`config.mk`:
```
export PLATFORM = sky130hd
export DESIGN_NAME = lbus_arbiter
export DESIGN_NICKNAME = d
export VERILOG_FILES = /design/src/rtl/lbus_arbiter.sv
export SDC_FILE = /design/constraint.sdc
export NUM_CORES = 1
export LEC_CHECK = 0
export CORE_MARGIN = 2
export CORE_UTILIZATION = 42
export DETAILED_ROUTE_END_ITERATION = 6
export PLACE_DENSITY = 0.82
export SYNTH_ARGS = -nofsm -noshare
export SYNTH_HDL_FRONTEND = slang
export SYNTH_SLANG_ARGS = --single-unit
```
`constraint.sdc`:
```
create_clock -name clk -period 2.6 [get_ports clk]
set_clock_uncertainty 0.15 [all_clocks]
set_input_delay 0.26 -clock clk [delete_from_list [all_inputs] [get_ports clk]]
set_output_delay 0.26 -clock clk [all_outputs]
set_load 0.02 [all_outputs]
```
`src/rtl/lbus_arbiter.sv`:
```
// Two-requester arbiter/sequencer for the local register bus (lbus).
// Build option: define LBUS_ARB_FIXED_PRI_EN to make m0 always win contention.
module lbus_arbiter #(
    parameter int ADDR_W = 16,
    parameter int DATA_W = 8,
    parameter int RD_LAT = 1
) (
    input  logic              clk,
    input  logic              rst_n,
    input  logic              m0_req,
    input  logic              m0_we,
    input  logic [ADDR_W-1:0] m0_addr,
    input  logic [DATA_W-1:0] m0_wdata,
    output logic              m0_ack,
    output logic [DATA_W-1:0] m0_rdata,
    input  logic              m1_req,
    input  logic              m1_we,
    input  logic [ADDR_W-1:0] m1_addr,
    input  logic [DATA_W-1:0] m1_wdata,
    output logic              m1_ack,
    output logic [DATA_W-1:0] m1_rdata,
    output logic              lb_rd_en,
    output logic              lb_wr_en,
    output logic [ADDR_W-1:0] lb_address,
    output logic [DATA_W-1:0] lb_wdata,
    input  logic [DATA_W-1:0] lb_rdata
);

    typedef enum logic [1:0] {IDLE, ACCESS, WAIT, DONE} state_t;

    state_t            state_q, state_d;
    logic              grant_q, grant_d;          // 0 = m0, 1 = m1
    logic              last_grant_q, last_grant_d;
    logic              we_q, we_d;
    logic [3:0]        cnt_q, cnt_d;
    logic              lb_rd_en_q, lb_rd_en_d;
    logic              lb_wr_en_q, lb_wr_en_d;
    logic [ADDR_W-1:0] lb_address_q, lb_address_d;
    logic [DATA_W-1:0] lb_wdata_q, lb_wdata_d;
    logic              m0_ack_q, m0_ack_d;
    logic              m1_ack_q, m1_ack_d;
    logic [DATA_W-1:0] m0_rdata_q, m0_rdata_d;
    logic [DATA_W-1:0] m1_rdata_q, m1_rdata_d;
    logic              sel;

    // Winner for this IDLE cycle; only meaningful when some req is high.
    always_comb begin
`ifdef LBUS_ARB_FIXED_PRI_EN
        sel = ~m0_req;
`else
        if (m0_req && m1_req) sel = ~last_grant_q;
        else                  sel = m1_req;
`endif
    end

    always_comb begin
        state_d      = state_q;
        grant_d      = grant_q;
        last_grant_d = last_grant_q;
        we_d         = we_q;
        cnt_d        = cnt_q;
        lb_rd_en_d   = 1'b0;
        lb_wr_en_d   = 1'b0;
        lb_address_d = lb_address_q;
        lb_wdata_d   = lb_wdata_q;
        m0_ack_d     = 1'b0;
        m1_ack_d     = 1'b0;
        m0_rdata_d   = m0_rdata_q;
        m1_rdata_d   = m1_rdata_q;
        case (state_q)
            IDLE: begin
                if (m0_req || m1_req) begin
                    grant_d      = sel;
                    we_d         = sel ? m1_we : m0_we;
                    lb_address_d = sel ? m1_addr : m0_addr;
                    lb_wdata_d   = sel ? m1_wdata : m0_wdata;
                    lb_wr_en_d   = we_d;
                    lb_rd_en_d   = ~we_d;
                    state_d      = ACCESS;
                end
            end
            ACCESS: begin
                if (we_q) begin
                    m0_ack_d = ~grant_q;
                    m1_ack_d = grant_q;
                    state_d  = DONE;
                end else begin
                    cnt_d   = 4'(RD_LAT);
                    state_d = WAIT;
                end
            end
            WAIT: begin
                cnt_d = cnt_q - 4'd1;
                // lb_rdata is valid in the cycle the counter sits at 1
                if (cnt_q <= 4'd1) begin
                    if (grant_q) m1_rdata_d = lb_rdata;
                    else         m0_rdata_d = lb_rdata;
                    m0_ack_d = ~grant_q;
                    m1_ack_d = grant_q;
                    state_d  = DONE;
                end
            end
            DONE: begin
                last_grant_d = grant_q;
                state_d      = IDLE;
            end
            default: state_d = IDLE;
        endcase
    end

    always_ff @(posedge clk or negedge rst_n) begin
        if (!rst_n) begin
            state_q      <= IDLE;
            grant_q      <= 1'b0;
            last_grant_q <= 1'b1;
            we_q         <= 1'b0;
            cnt_q        <= '0;
            lb_rd_en_q   <= 1'b0;
            lb_wr_en_q   <= 1'b0;
            lb_address_q <= '0;
            lb_wdata_q   <= '0;
            m0_ack_q     <= 1'b0;
            m1_ack_q     <= 1'b0;
            m0_rdata_q   <= '0;
            m1_rdata_q   <= '0;
        end else begin
            state_q      <= state_d;
            grant_q      <= grant_d;
            last_grant_q <= last_grant_d;
            we_q         <= we_d;
            cnt_q        <= cnt_d;
            lb_rd_en_q   <= lb_rd_en_d;
            lb_wr_en_q   <= lb_wr_en_d;
            lb_address_q <= lb_address_d;
            lb_wdata_q   <= lb_wdata_d;
            m0_ack_q     <= m0_ack_d;
            m1_ack_q     <= m1_ack_d;
            m0_rdata_q   <= m0_rdata_d;
            m1_rdata_q   <= m1_rdata_d;
        end
    end

    assign lb_rd_en   = lb_rd_en_q;
    assign lb_wr_en   = lb_wr_en_q;
    assign lb_address = lb_address_q;
    assign lb_wdata   = lb_wdata_q;
    assign m0_ack     = m0_ack_q;
    assign m1_ack     = m1_ack_q;
    assign m0_rdata   = m0_rdata_q;
    assign m1_rdata   = m1_rdata_q;

endmodule

```
# After elaboration in Yosys (flattened, before gate mapping)

Index checks and enable logic that the tools add are counted.

Bits in registers: 53
Input bits: 62
Word-level logic and storage cells: 53
Output and inout bits: 44

Bitwise gates (word level): 3
Order comparisons: 1
Equal/unequal tests: 6
Multiplexer cells: 20
Reductions and logical operators: 9
Add/subtract/negate cells: 1

Operator list:

| operator                                                       | count |
|---|---|
| 2-to-1 mux 16 bit                                              | 1 |
| 2-to-1 mux 1 bit                                               | 11 |
| 2-to-1 mux 8 bit                                               | 1 |
| case mux 2 bit (4 select lines)                                | 1 |
| case mux 4 bit (2 select lines)                                | 1 |
| != test 2 bit, second input constant                           | 3 |
| AND reduction 2 bit                                            | 3 |
| AND reduction 3 bit                                            | 2 |
| == test 2 bit, second input constant                           | 2 |
| less-or-equal comparator 4 x 1 -> 1 bit, second input constant | 1 |
| 2-to-1 mux 2 bit                                               | 2 |
| 2-to-1 mux 4 bit                                               | 1 |
| case mux 1 bit (2 select lines)                                | 2 |
| subtractor 4 x 1 -> 4 bit, second input constant               | 1 |
| NOT 1 bit                                                      | 3 |
| == test 2 x 1 -> 1 bit, second input constant                  | 1 |
| logical NOT 2 bit                                              | 1 |
| nonzero test 2 bit                                             | 1 |
| logical AND 1 bit                                              | 1 |
| logical OR 1 bit                                               | 1 |

# Longest topological paths before layout

Gate-level depths: netlist of the first run.

Depth in word-level cells: 6
Depth in mapped cells: 6
Gate-level depth less buffers: 6

# Least setup slack after synthesis of the first run

Ideal clock, no wire load.

Path type: register to register
Start: reg cnt_q[0]
End: reg m0_rdata_q[0], in the netlist m0_rdata[0]
Setup slack: 0.790 ns
Cell stages (with the launch flop): 6
Buffers on the path: 0
Arrival time: 1.535 ns
Period minus slack after synthesis: 1.810 ns
Cell sequence: dfrtp_1 > inv_1 > ha_1 > nor2_1 > nor4_4 > mux2_2

Longest elaborated chain between the ends: 2

RTL lines:

| what                                    | line | text |
|---|---|---|
| start, declared                         | 35   | `logic [3:0] cnt_q, cnt_d;` |
| start signal, assigned                  | 131  | `cnt_q <= cnt_d;` |
| less-or-equal comparator 4 x 1 -> 1 bit | 95   | `if (cnt_q <= 4'd1) begin` |
| AND reduction 3 bit (no line)           | -    |  |
| end signal, assigned                    | 138  | `m0_rdata_q <= m0_rdata_d;` |
| end, declared                           | 42   | `logic [DATA_W-1:0] m0_rdata_q, m0_rdata_d;` |

Every way passes these cells.
A chain may end at the register's enable or synchronous reset.

# Worst setup path in the final report of the first run

Start: reg state_q[0]
End: reg m1_rdata_q[7], in the netlist m1_rdata[7]

Longest elaborated chain between the ends: 2

RTL lines:

| what                          | line | text |
|---|---|---|
| start, declared               | 31   | `state_t state_q, state_d;` |
| start signal, assigned        | 127  | `state_q <= state_d;` |
| == test 2 bit                 | 70   | `case (state_q)` |
| AND reduction 3 bit (no line) | -    |  |
| end signal, assigned          | 139  | `m1_rdata_q <= m1_rdata_d;` |
| end, declared                 | 43   | `logic [DATA_W-1:0] m1_rdata_q, m1_rdata_d;` |

Every way passes these cells.

==> results.toml, run 1 <==
[setup_path]
cp_max_fo = 13
rrSetupSlack_ns = 0.37
slowest_delay_ns = 0.45
startpoint_type = "flip-flop"
worst_ep_arrival_time_ns = 2.26
crit_type = "flip-flop to flip-flop"
cp_slowest_cell = "dfrtp_1"
path_cells = "inv_1 > ha_1 > nand2_1 > nor4_4 > mux2_2"
cp-end-kind = "flip-flop"
crit_required_ns = 2.63

[cts]
cts.clk_slew.worst_paths_ns = 0.09
tritoncts = "yes"
h-tree-depth = 2
cts.repair.resized = 0
clock_sinks = 53
cts_hold_buffers = 1
cts_setup_buffers = 0
cts_buffers = 5
clk_latency_ns = 0.30
cts_root_buf = "clkbuf_8"
clockBufferDepth = 2

[place]
place_inst = 377
placed_area_mm2 = 0.003551
io_buffers = 105
gp_congestion = 0.8776
place_hpwl_um = 4111

[sta]
hold_viol = 0
fin_crit_sh = 0.8559
drv_slew = 0
fmax_mhz = 449.4
rsz0062_at_grt = "no"
fin_setup_tns_ns = 0
setup_viol = 0
fin_crit_ns = 2.225
worst_pin_slew_ns = 0.8661
slew_headroom = 0.4226

[pwr]
power.density_mw_per_mm2 = 1126
power.leakage_uw = 0.001581
ir_drop_mv = 0.5190

[hold_path]
hp-class = "flip-flop to flip-flop"

[global_routing]
grt_usage = 0.1743
grt_pass1_vias = 1870
grt_max_degree = 53
overflow = 0
grt_pass1_wl_um = 8493
antenna_found_initial = 0

[synthesis]
syn_nets = 274
syn_area_per_cell_um2 = 11.69
synth.distinct_cells = 29
synth_edf_count = 0
yosysWarnings = 0
synth_ff_type = "dfrtp_1"
synth_cells = 206
syn_area_mm2 = 0.002407
synth-seq-cells = 53
synthArstFlopShare = 1.000
seq_area_frac_synth = 0.5515

[final_layout]
area_delta_synth_final_pct = 51.92
fin_cells = 386
final_area_mm2 = 0.003657
layout-drive-gt1-share = 0.1146
fin_nets = 381
diodes = 0

[drt]
vias = 1874
firstDrtPassIters = 4
drt_first_iter_violations = 44
drc = 0
routed_via_density = 4.855
ant_nets = 0
routedWlPerCell_um = 13.50
wl_um = 5212

[floorplanning]
die_area_mm2 = 0.006353
io_pins = 106
initial_core_util = 0.4372
die_y_um = 79.71
core_area_mm2 = 0.005507
row_count = 27
fp.dieW_um = 79.71

[run]
drv_cap = 0

[status]
outcome = "finished clean"
## stage by stage
step | setup WS, ns | utilization | hold slack [ns] | power, uW
global placement | 0.4269 | 0.6449 | 0.2729 | 3618
CTS | 0.3294 | 0.6642 | 0.3408 | 4176
floorplan | 0.7902 | - | -0.1856 | 2708
global route | 0.1995 | 0.6642 | 0.3560 | 4416
finish | 0.3747 | 0.6642 | 0.3336 | 4117
detailed placement | 0.3560 | 0.6449 | 0.2736 | 3693
## layout by cell type, fill, tap and decap left out, types with 2 or more instances in the layout
master / count
a21oi_1: 4
ha_1: 6
a22o_1: 2
nor2_1: 7
nand2_1: 27
nor4_4: 2
mux2_1: 3
mux2i_1: 25
o21ai_0: 29
inv_1: 5
buf_4: 5
dfrtp_1: 52
clkbuf_8: 6
nor3_1: 3
mux2_2: 17
clkdlybuf4s50_1: 104
## layout make-up
type / count / area [um2]
fillers: 456 / 1849
flip-flops and latches: 53 / 1328
repair buffers: 111 / 1094
multi-input cells: 137 / 1031
well taps: 72 / 90.09
clock buffers: 6 / 82.58
inverters: 5 / 18.77
clock inverters: 2 / 13.76
## path summary, 6_finish.rpt
check / endpoint / cells past startpoint / startpoint
setup / recovery: m1_rdata[7]$_DFFE_PN0P_ / 5 / state_q[0]$_DFFE_PN0P_
hold / removal: lb_wdata[2]$_DFFE_PN0P_ / 2 / lb_wdata[2]$_DFFE_PN0P_
setup reg to reg: m1_rdata[7]$_DFFE_PN0P_ / 5 / state_q[0]$_DFFE_PN0P_
hold reg to reg: lb_wdata[2]$_DFFE_PN0P_ / 2 / lb_wdata[2]$_DFFE_PN0P_
max in group asynchronous: lb_address[4]$_DFFE_PN0P_ / 3 / rst_n
min in group asynchronous: cnt_q[0]$_DFFE_PN0P_ / 2 / rst_n
## flip-flops by register name, indices dropped and copies added, names as in the netlist, 2 cells and up
register,flops
cnt_q,4
state_q,2
lb_wdata,8
m0_rdata,8
m1_rdata,8
lb_address,16
## synth_stat cells, drive strengths merged (2+ instances only)
| master | count | area [um2] |
|---|---|---|
| a21oi | 4 | 20.02 |
| a22o | 2 | 17.52 |
| buf | 5 | 30.02 |
| clkbuf | 6 | 22.52 |
| dfrtp | 52 | 1301 |
| ha | 6 | 75.07 |
| inv | 5 | 18.77 |
| mux2 | 20 | 225.2 |
| mux2i | 25 | 250.2 |
| nand2 | 27 | 101.4 |
| nor2 | 7 | 26.28 |
| nor3 | 3 | 15.01 |
| nor4 | 2 | 42.54 |
| o21ai | 30 | 150.1 |
## metal layers
metal,share of wire,vias to the layer above,global-route usage
met5,0,-,0
met3,0.080,6,0.07014
met4,0.015,0,0.06207
met2,0.49,71,0.2941
met1,0.41,864,0.1991
li1,-,933,-
## worst max-delay path, delay by kind of cell, from the launching register on
family / cells / cell delay [ns]
AND/OR/NAND/NOR: 2 / 0.61
flip-flops: 1 / 0.45
multiplexers: 1 / 0.41
adder cells (fa/ha/maj): 1 / 0.39
buffers and inverters: 1 / 0.10
## report_power, final
group	leakage, uW	total, uW	internal, uW	switching, uW
clock	0.0000512	471	216	255
sequential	0.000652	1490	1220	263
combinational	0.000878	2160	1080	1080
total	0.00158	4120	2520	1590
## logic make-up after synthesis
family / after synthesis / share of synthesized area
DFF: 53 / 0.5515
muxes: 45 / 0.1975
and+or+nand+nor: 44 / 0.09096
AOI/OAI and AO/OA: 41 / 0.09564
buffers and inverters: 16 / 0.02962
adders and majority gates: 6 / 0.03118
xor gates and xnor gates: 1 / 0.003639
No activity file was read; power rests on OpenSTA's default activity.
==> inputs of run 2 (changes only) <==
- MAX_ROUTING_LAYER: default -> met4
- SETUP_SLACK_MARGIN: default -> 0.2
==> run 2 against run 1 <==
Count of clock-buffer cells in the layout stayed put. Combinational power is essentially flat. Power increased by 0.17%. Setup slack improved by 0.024 ns. Maximum frequency up 1.1%. Register-to-register slack better by 0.02 ns. Critical path type unchanged. Critical endpoint is now m0_rdata[1]$_DFFE_PN0P_. Largest power group unchanged.
==> results.toml, run 2 (synthesis gave the netlist of run 1 again) <==
[final_layout]
diodes = 0
largest_register_ffs = 16
final_common_cell = "clkdlybuf4s50_1"
final_cell_mix = "clkdlybuf4s50_1 (104), dfrtp_1 (52), o21ai_0 (29)"
area_delta_synth_final_pct = 52.23
layout-drive-gt1-share = 0.1175
fin_nets = 382

[drt]
routedWlPerCell_um = 13.49
routed_via_density = 4.840
firstDrtPassIters = 4
drt_first_iter_violations = 43
vias = 1873
drc = 0
ant_nets = 0
wl_um = 5222

[setup_path]
critical-path-top-delay-family = "simple AND/OR/NAND/NOR gates"
slowest_delay_ns = 0.45
critPathBufInv = 1
crit_required_ns = 2.64
startpoint = "state_q[0]$_DFFE_PN0P_"
endpoint = "m0_rdata[1]$_DFFE_PN0P_"
cp-end-kind = "flip-flop"
crit_type = "flip-flop to flip-flop"
rrSetupSlack_ns = 0.40
r2r_start = "state_q[0]$_DFFE_PN0P_"
cp_num_cells = 5
startpoint_type = "flip-flop"
path_cells = "inv_1 > ha_1 > nand2b_1 > nor4_4 > mux2_2"
worst_ep_arrival_time_ns = 2.24
r2r_cells = 5
r2r_end = "m0_rdata[1]$_DFFE_PN0P_"
cp_max_fo = 13
cp_slowest_cell = "dfrtp_1"

[floorplanning]
row_count = 27
initial_core_util = 0.4372
die_area_mm2 = 0.006353
core_area_mm2 = 0.005507
fp.dieW_um = 79.71
die_y_um = 79.71
io_pins = 106

[sta]
fin_crit_sh = 0.8467
fmax_mhz = 454.3
fin_crit_ns = 2.201
rsz0062_at_grt = "no"
slew_headroom = 0.4256
worst_pin_slew_ns = 0.8616
hold_viol = 0
drv_slew = 0
setup_viol = 0
fin_ws_ns = 0.3987
fin_setup_tns_ns = 0

[global_routing]
overflow = 0
grt_usage = 0.1791
grt_pass1_vias = 1872
antenna_found_initial = 0
grt_pass1_wl_um = 8507
grt_max_degree = 53

[place]
dp_slack_ns = 0.3560
place_hpwl_um = 4111
io_buffers = 105
gp_congestion = 0.8922

[cts]
clk_latency_ns = 0.30
clock_sinks = 53
clockBufferDepth = 2
tritoncts = "yes"
cts.clk_slew.worst_paths_ns = 0.09
h-tree-depth = 2
cts_root_buf = "clkbuf_8"
cts_buffers = 5

[pwr]
p_seq_frac = 0.361
clockPowerShare = 0.114
internal-power_uw = 2527
swShare = 0.3873
ir_drop_mv = 0.5186
power.density_mw_per_mm2 = 1125
comb_power_share = 0.525
power.leakage_uw = 0.001586
netSwitchingPower_uw = 1597

[run]
drv_cap = 0

[hold_path]
hp-class = "flip-flop to flip-flop"

[status]
outcome = "finished clean"
==> run 2: cell count changes in the layout (fill, tap and decap cells not counted), sizes merged <==
cell,delta
buf,+1
==> run 2: layout make-up <==
cell class	count	area (um2)
Fill cell	456	1842
Sequential cell	53	1328
Timing Repair Buffer	112	1101
Multi-Input combinational cell	137	1031
Tap cell	72	90.09
Clock buffer	6	82.58
Inverter	5	18.77
Clock inverter	2	13.76
==> run 2: power groups by stage <==
stage                     Clock, uW  Combinational [uW]  Sequential [uW]
after floorplan                   0                 875             1830
after global routing            524                2360             1540
after global placement            0                2130             1490
after CTS                       491                2190             1490
final                           471                2170             1490
after detailed placement          0                2180             1510
==> run 2: worst min-delay path by stage <==
stage                     cells after the start                        end  slack (ns)                       from
after global routing                          1    m0_rdata[6]$_DFFE_PN0P_        0.36    m0_rdata[6]$_DFFE_PN0P_
final                                         2    lb_wdata[2]$_DFFE_PN0P_        0.33    lb_wdata[2]$_DFFE_PN0P_
after floorplan                               0       cnt_q[0]$_DFFE_PN0P_       -0.19                      rst_n
after global placement                        1    m0_rdata[6]$_DFFE_PN0P_        0.27                      rst_n
after detailed placement                      1    m1_rdata[6]$_DFFE_PN0P_        0.27                      rst_n
after CTS                                     2  lb_address[4]$_DFFE_PN0P_        0.34  lb_address[4]$_DFFE_PN0P_
==> run 2: metrics by stage <==
| stage | total power [uW] | hold slack, ns | cell area, um2 | std cells | utilization |
|---|---|---|---|---|---|
| floorplan | 2708 | -0.1856 | 2407 | 206 | - |
| global placement | 3618 | 0.2729 | 3551 | 377 | 0.6449 |
| detailed placement | 3693 | 0.2736 | 3551 | 377 | 0.6449 |
| CTS | 4176 | 0.3408 | 3657 | 386 | 0.6642 |
| global route | 4421 | 0.3560 | 3665 | 387 | 0.6655 |
| finish | 4124 | 0.3342 | 3665 | 387 | 0.6655 |
==> run 2: worst reg2reg max path: stages (launching register included) <==
cell and delay [ns]:
dfrtp_1 0.45, inv_1 0.10, ha_1 0.39, nand2b_1 0.15
nor4_4 0.45, mux2_2 0.40
==> run 2: per-layer routing <==
layer	global-route usage	vias to the layer above	routed length (um)
li1	-	935	-
met1	0.2006	861	2188
met2	0.2941	71	2549
met3	0.06787	6	406
met4	0.06207	0	78
met5	-	-	0
==> run 2: timing repair <==
item                                    4_1_cts  5_1_grt
hold buffers                                  1        0
gates resized for setup                       0        0
setup buffers                                 0        1
endpoints found under the hold margin        38        0
endpoints found under the setup margin        0        1
==> inputs of run 3 (changes only) <==
- CORE_UTILIZATION: 42 -> 38
- PLACE_DENSITY: 0.82 -> 0.79
- clock period: 2.6 -> 1.95 ns (I/O delays scaled with it)
==> run 3 against run 2 <==
Critical path depth increased by 1. Sequential cell count stayed put. Sequential share of layout area fell by 2.6 points. Combinational power grew 60%. Routed wire length grew 18%. Core utilization shrank 0.90 points. Count of clock-buffer cells in the layout decreased by 1. Sequential power is 36% higher. Die area is 10% higher. Via count up 5.7%. Clock power rose by 65%. Design area up 8.0%.
==> results.toml, run 3 (synthesis gave the netlist of run 1 again) <==
[sta]
fin_crit_ns = 1.790
fin_crit_sh = 0.9181
hold_viol = 0
fin_setup_tns_ns = 0
fin_ws_ns = 0.1597
slew_headroom = 0.6717
fmax_mhz = 558.6
rsz0062_at_grt = "yes"
worst_pin_slew_ns = 0.4924
setup_viol = 0
drv_slew = 0

[global_routing]
overflow = 0
grt_pass1_wl_um = 10260
grt_pass1_vias = 2119
grt_usage = 0.1840
antenna_found_initial = 0
grt_max_degree = 53

[cts]
clockBufferDepth = 2
cts_buffers = 5
tritoncts = "yes"
clock_sinks = 53
cts.clk_slew.worst_paths_ns = 0.10
cts_root_buf = "clkbuf_8"
h-tree-depth = 2
clk_latency_ns = 0.31

[drt]
drt_first_iter_violations = 127
wl_met2_um = 3094
routed_via_density = 4.925
wl_um = 6164
routedWlPerCell_um = 15.33
wl_met1_um = 2534
dr.max_layer_used = "met4"
drc = 0
firstDrtPassIters = 4
ant_nets = 0
met3WireLength_um = 440
vias = 1980

[setup_path]
r2r_start = "cnt_q[1]$_DFFE_PN0P_"
rrSetupSlack_ns = 0.16
critical-path-top-delay-family = "compound AO/OA/AOI/OAI gates"
critPathBufInv = 1
crit_required_ns = 2.00
worst_ep_arrival_time_ns = 1.84
cp_max_fo = 3
startpoint_type = "flip-flop"
cp-end-kind = "flip-flop"
slowest_delay_ns = 0.42
r2r_cells = 6
path_cells = "inv_2 > ha_4 > nor2_4 > o31a_1 > a21oi_2 > mux2_4"
r2r_end = "state_q[1]$_DFFE_PN0P_"
cp_slowest_cell = "dfrtp_1"
crit_type = "flip-flop to flip-flop"

[place]
placed_area_mm2 = 0.003647
gp_congestion = 0.7800
place_hpwl_um = 4340
io_buffers = 105
dp_slack_ns = 0.1230

[pwr]
power.leakage_uw = 0.001732
power.density_mw_per_mm2 = 1586
ir_drop_mv = 0.8109
power.total_uw = 6273

[floorplanning]
initial_core_util = 0.3995
row_count = 28
die_area_mm2 = 0.006987
io_pins = 106
die_y_um = 83.59
core_area_mm2 = 0.006026
fp.dieW_um = 83.59

[final_layout]
area_delta_synth_final_pct = 64.34
final_cell_mix = "clkdlybuf4s50_1 (104), dfrtp_1 (50), o21ai_0 (29)"
fin_nets = 394
final_common_cell = "clkdlybuf4s50_1"
layout-drive-gt1-share = 0.1957
largest_register_ffs = 16
final_area_mm2 = 0.003956
diodes = 0
postLayoutCoreUtil = 0.6566

[status]
outcome = "finished clean"

[hold_path]
hp-class = "primary input to asynchronous set/reset pin"

[run]
drv_cap = 0
-- run 3: metal layers --
layer / GRT usage / vias to the layer above
met1: 0.2174 / 932
li1: - / 955
met2: 0.3113 / 82
met3: 0.05440 / 11
met4: 0.04252 / 0
met5: - / -
-- run 3: final cells by class --
cell class	count	area, um2
flip-flops and latches	53	1330
repair buffers	124	1236
fillers	496	2069
inverters	5	18.77
clock buffers	5	68.82
multi-input cells	137	1159
clock inverters	3	50.05
well taps	75	93.84
-- run 3: stage by stage --
step,hold slack (ns),instances
after floorplan,-0.2506,206
after global placement,0.03237,383
after detailed placement,0.04374,383
after CTS,0.2422,399
after global routing,0.2745,402
final,0.2122,402
-- run 3: timing repair --
item | in CTS | in global routing
hold buffers | 1 | 0
hold endpoints to repair | 20 | 0
endpoints found under the setup margin | 17 | 19
resized for setup | 5 | 21
pin swaps | 3 | 4
setup buffers | 7 | 3
-- run 3: how the worst max path moves through the flow --
stage | start | endpoint | slack (ns) | cells past startpoint
6_report | cnt_q[1]$_DFFE_PN0P_ | state_q[1]$_DFFE_PN0P_ | 0.16 | 6
4_1_cts | cnt_q[1]$_DFFE_PN0P_ | state_q[1]$_DFFE_PN0P_ | 0.19 | 6
3_3_place_gp | cnt_q[1]$_DFFE_PN0P_ | state_q[1]$_DFFE_PN0P_ | 0.18 | 6
5_1_grt | cnt_q[1]$_DFFE_PN0P_ | state_q[1]$_DFFE_PN0P_ | 0.12 | 6
2_1_floorplan | state_q[0]$_DFFE_PN0P_ | m0_rdata[0]$_DFFE_PN0P_ | 0.17 | 5
3_5_place_dp | cnt_q[1]$_DFFE_PN0P_ | state_q[1]$_DFFE_PN0P_ | 0.12 | 6
-- run 3: power breakdown --
group	internal, uW	switching [uW]
registers	1630	384
clock network	394	382
logic	1850	1630
